[src/rtl/updown_step_counter.sv]
// Parametrised up/down counter with two step sizes, synchronous load and enable,
// and a selectable limit policy: wrap, saturate or bounce (ping-pong).
module updown_step_counter #(
  parameter int WIDTH  = 4,
  parameter int STEP_A = 1,
  parameter int STEP_B = 2,
  parameter int MODE   = 0,
  parameter int INIT   = 0
) (
  input  logic             clk,
  input  logic             reset,
  input  logic             en,
  input  logic [1:0]       ctrl,
  input  logic             load,
  input  logic [WIDTH-1:0] load_val,
  output logic [WIDTH-1:0] qout,
  output logic             ovf,
  output logic             dir,
  output logic             at_max,
  output logic             at_min
);

  localparam int             MODE_WRAP   = 0;
  localparam int             MODE_SAT    = 1;
  localparam int             MODE_BOUNCE = 2;
  localparam logic [WIDTH:0] MAX_X       = {1'b0, {WIDTH{1'b1}}};
  localparam logic [WIDTH:0] STEP_A_X    = (WIDTH+1)'(STEP_A);
  localparam logic [WIDTH:0] STEP_B_X    = (WIDTH+1)'(STEP_B);
  localparam logic [WIDTH-1:0] INIT_V    = WIDTH'(INIT);
  localparam logic [WIDTH-1:0] ALL_ONES  = {WIDTH{1'b1}};
  localparam logic [WIDTH-1:0] ALL_ZERO  = {WIDTH{1'b0}};

  // Each policy function returns {flag, value}: flag is the limit event that
  // drives ovf (and, in bounce mode, the direction flip).

  // Modulo add: flag is the carry out of the WIDTH-bit sum.
  function automatic logic [WIDTH:0] wrap_up(input logic [WIDTH:0] sum);
    return sum;
  endfunction

  // Modulo subtract: flag is the borrow, i.e. the top bit of the extended difference.
  function automatic logic [WIDTH:0] wrap_down(input logic [WIDTH:0] diff);
    return diff;
  endfunction

  // Clamp to MAX when the unclamped sum exceeds the range.
  function automatic logic [WIDTH:0] sat_up(input logic [WIDTH:0] sum);
    if (sum > MAX_X) return {1'b1, ALL_ONES};
    return {1'b0, sum[WIDTH-1:0]};
  endfunction

  // Clamp to zero when the step is larger than the current value.
  function automatic logic [WIDTH:0] sat_down(input logic [WIDTH:0] diff);
    if (diff[WIDTH]) return {1'b1, ALL_ZERO};
    return {1'b0, diff[WIDTH-1:0]};
  endfunction

  // Bounce upward: reaching or passing MAX pins to MAX and signals a reversal.
  function automatic logic [WIDTH:0] bounce_up(input logic [WIDTH:0] sum);
    if (sum >= MAX_X) return {1'b1, ALL_ONES};
    return {1'b0, sum[WIDTH-1:0]};
  endfunction

  // Bounce downward: reaching or passing zero pins to zero and signals a reversal.
  function automatic logic [WIDTH:0] bounce_down(input logic [WIDTH:0] diff);
    if (diff[WIDTH] || (diff[WIDTH-1:0] == ALL_ZERO)) return {1'b1, ALL_ZERO};
    return {1'b0, diff[WIDTH-1:0]};
  endfunction

  logic [WIDTH-1:0] cnt_p1;
  logic             ovf_p1;
  logic             dir_p1;

  logic [WIDTH:0]   step_p0;
  logic [WIDTH:0]   cur_p0;
  logic [WIDTH:0]   sum_p0;
  logic [WIDTH:0]   diff_p0;
  logic [WIDTH:0]   res_p0;
  logic             down_p0;
  logic [WIDTH-1:0] next_cnt_p0;
  logic             next_ovf_p0;
  logic             next_dir_p0;

  // Stage p0: step selection, WIDTH+1-bit sum/difference and policy decision.
  always_comb begin
    step_p0     = ctrl[0] ? STEP_B_X : STEP_A_X;
    cur_p0      = {1'b0, cnt_p1};
    sum_p0      = cur_p0 + step_p0;
    diff_p0     = cur_p0 - step_p0;
    down_p0     = (MODE == MODE_BOUNCE) ? dir_p1 : ctrl[1];
    res_p0      = {1'b0, cnt_p1};
    next_dir_p0 = dir_p1;
    if (MODE == MODE_SAT) begin
      res_p0 = down_p0 ? sat_down(diff_p0) : sat_up(sum_p0);
    end else if (MODE == MODE_BOUNCE) begin
      res_p0 = down_p0 ? bounce_down(diff_p0) : bounce_up(sum_p0);
      if (res_p0[WIDTH]) next_dir_p0 = ~dir_p1;
    end else begin
      res_p0 = down_p0 ? wrap_down(diff_p0) : wrap_up(sum_p0);
    end
    next_cnt_p0 = res_p0[WIDTH-1:0];
    next_ovf_p0 = res_p0[WIDTH];
  end

  // Stage p1: state register; priority reset > load > en > hold.
  always_ff @(posedge clk) begin
    if (reset) begin
      cnt_p1 <= INIT_V;
      ovf_p1 <= 1'b0;
      dir_p1 <= 1'b0;
    end else if (load) begin
      cnt_p1 <= load_val;
      ovf_p1 <= 1'b0;
    end else if (en) begin
      cnt_p1 <= next_cnt_p0;
      ovf_p1 <= next_ovf_p0;
      dir_p1 <= next_dir_p0;
    end else begin
      ovf_p1 <= 1'b0;
    end
  end

  assign qout   = cnt_p1;
  assign ovf    = ovf_p1;
  assign dir    = dir_p1;
  assign at_max = (cnt_p1 == ALL_ONES);
  assign at_min = (cnt_p1 == ALL_ZERO);

endmodule
[config.mk]
export PLATFORM = sky130hd
export DESIGN_NAME = updown_step_counter
export DESIGN_NICKNAME = d
export VERILOG_FILES = /design/src/rtl/updown_step_counter.sv
export SDC_FILE = /design/constraint.sdc
export NUM_CORES = 1
export LEC_CHECK = 0
export BUFFER_PORTS_ARGS = -buffer_cell sky130_fd_sc_hd__buf_2
export CORE_AREA = 2 2 39 41
export DETAILED_ROUTE_END_ITERATION = 6
export DIE_AREA = 0 0 41 43
export PLACE_DENSITY = 0.57
export SYNTH_ARGS = -nofsm -noshare
export SYNTH_HDL_FRONTEND = slang
export SYNTH_SLANG_ARGS = --single-unit
[constraint.sdc]
create_clock -name clk -period 1.71 [get_ports clk]
set_input_delay 0.342 -clock clk [delete_from_list [all_inputs] [get_ports clk]]
set_output_delay 0.342 -clock clk [all_outputs]
set_load 0.005 [all_outputs]
==> results.md <==
* Post-synthesis cell count at 51
* Global route overflow at 0
* Most common cell after layout, fill and taps aside: buf_2
* Capturing element type of the critical path: register
* Die Footprint at 1760 um2
* Peak fanout along the critical path at 2
* Startpoint types: register
* Via Count at 417
* PnR worst setup slack at 67.7 ps
* Number of setup violations in the final report at 0
* Placement-stage worst setup slack at -31.0 ps
* Setup repair after global routing missed its margin: false
* Total count of max-transition violations in the final report at 0
* Flip-flop and latch count after synthesis at 5
* Arrival time at the worst endpoint at 1770 ps
* Leakage Power at 0.000267 uW
* Largest net degree at the start of global routing at 11
* Cell at the root of the clock tree: clkbuf_4
* Vias in the first global route at 339
* Via density per instance at 4.79
* Wire length on met2 at 426 um
* Drt first-iter violations at 4
* Hold buffers post-CTS at 0
* Area added between synthesis and finish at 32.8%
* Global-route wire length before repair at 1420 um
* Residual antenna-violating net count after detailed routing at 0
* Clock slew at the register clock pins of the worst setup and hold paths at 40 ps
* Height of the die at 43 um
* Number of flops mapped to enable cells by yosys at 0
* TritonCTS Buffers at 3
* Register area at 100 um2
* Cell area after technology mapping at 408 um2
* Final RePlAce weighted congestion at 0.839
* Highest attainable clock frequency at 609 MHz
* Worst Hold Class: in -> reg
* Unique cell type count in the Yosys netlist at 27
* Post-route design area at 542 um2
* I/O pins at 18
* Average cell area after synthesis at 8.00 um2
* Proportion of synthesized chip area in sequential cells at 24.5%
* Latest clock arrival within the worst-skew pair at 240 ps
* Starting utilization of the core area at 29.5%
* Final Critical Period at 1640 ps
* Hold violation total from the final report at 0
* Net total in the final layout at 87
* HPWL after DPL at 755 um
* Max-cap violations at 0
* Average routed wire per standard cell at 10.7 um
* Most used cells in the layout excluding fill and tap cells: 16 x buf_2, 6 x nor2_1, 5 x inv_1, 5 x dfxtp_1
* Area after detailed placement at 513 um2
* Worst setup path class: reg -> reg
* Sink Count at 5
* Cells taking the most area after synthesis: dfxtp_1 25%, ha_1 12%, nor2_1 5.5%
* Number of buffers inserted by port buffering at 16
* CTS H-tree depth at 1
* Met3 routed wirelength at 87 um
* Net Count, Synth at 66
* Cell taking the most area after synthesis: dfxtp_1
* # DRC at 0
* Chip Width at 41 um
* Total power after layout at 390 uW
* Met1 routed wirelength after detailed routing at 417 um
* Final cycle utilization of the critical path at 96.0%
* CORE AREA at 1380 um2
* CTS max path bufs at 2
* Ys async rst share at 0%
* Initial antenna violation count at 0
* Overall global routing resource usage at 12.7%
* Detailed-route wire length at 931 um
* Power density of the placed cells at 719 nW/um2
* CTS tree: yes
* Row Count at 14
* Max Clock Skew at 4.00 ps
* Critical path required time at 1840 ps
* Area taken by multi-input logic gates at 274 um2
* Syn. warnings at 0
* Antenna diode count at 0
* Ratio of cells with drive above 1 in the final layout at 35.2%
* Maximum vdd ir drop at 0.000535 V
* DR pass1 iterations at 4
* Final Hold Slack at 338 ps
* Proportion of netlist area held by the largest area contributor at 24.5%
* Outcome: finished clean
* Synth Flop Type: dfxtp_1
* Fillers at 159
* DR top layer: met3
-- area by class of cell --
| class | instances | area share (%) |
|---|---|---|
| Sequential cell | 5 | 18.5 |
| Clock buffer | 4 | 4.85 |
| Timing Repair Buffer | 19 | 18.9 |
| Inverter | 5 | 3.46 |
| Multi-Input combinational cell | 38 | 50.6 |
| Tap cell | 16 | 3.70 |
-- final timing paths --
check | from | to | slack (ps) | cells past startpoint
min reg2reg | qout[2] | qout[2] | 740 | 3
max | qout[0] | qout[2] | 70 | 7
min | reset | qout[2] | 340 | 2
max reg2reg | qout[0] | qout[2] | 70 | 7
-- synth_stat cells (all sizes together) (2+ instances only) --
cell and n:
nor4 2, nor2 6, nand2 3, nor3b 2, dfxtp 5, a211oi 2
a21oi 4, ha 4, buf 2, nor2b 2, inv 5
-- through the flow --
stage	TNS (ps)	util, %	instances
2_1_floorplan	0	-	51
4_1_cts	0	39.0	87
3_3_place_gp	-5.26	37.1	83
6_report	0	39.2	87
3_5_place_dp	-31.0	37.1	83
5_1_grt	0	39.2	87
-- flip-flops by register name, summed over array words and instances, names as in the netlist --
register	count
qout	4
ovf	1
-- routing by layer --
metal  track usage, %  up-vias
met5                0        -
met4             2.00        0
met3             9.42        0
met2             18.4       20
met1             14.8      185
li1                 -      212
-- power breakdown --
group	internal (uW)	leakage (uW)	total (uW)	switching (uW)
registers	126	0.0000413	135	8.40
logic	63.8	0.000211	123	59.1
clock network	88.0	0.0000150	132	44.3
-- critical path: stages, from the launching register on --
cell,delay (ps)
dfxtp_1,320
inv_1,70
ha_1,230
fa_2,360
xnor2_1,130
mux2_4,250
mux2i_1,130
nor2_1,50
-- cell families after synthesis --
kind of cell / count (synthesis) / share of synthesized area, %
muxes: 2 / 6.13
AOI/OAI and AO/OA: 9 / 13.2
DFF: 5 / 24.5
adders and majority gates: 5 / 17.2
and+or+nand+nor: 20 / 27.0
other: 1 / 0.919
xor gates and xnor gates: 1 / 2.15
buffers and inverters: 8 / 8.89
-- what timing repair did --
item	4_1_cts	5_1_grt
setup buffers	0	0
setup endpoints to repair	0	2
hold endpoints to repair	0	0
gates resized for setup	0	1
Power figures use the tool's default switching activity.
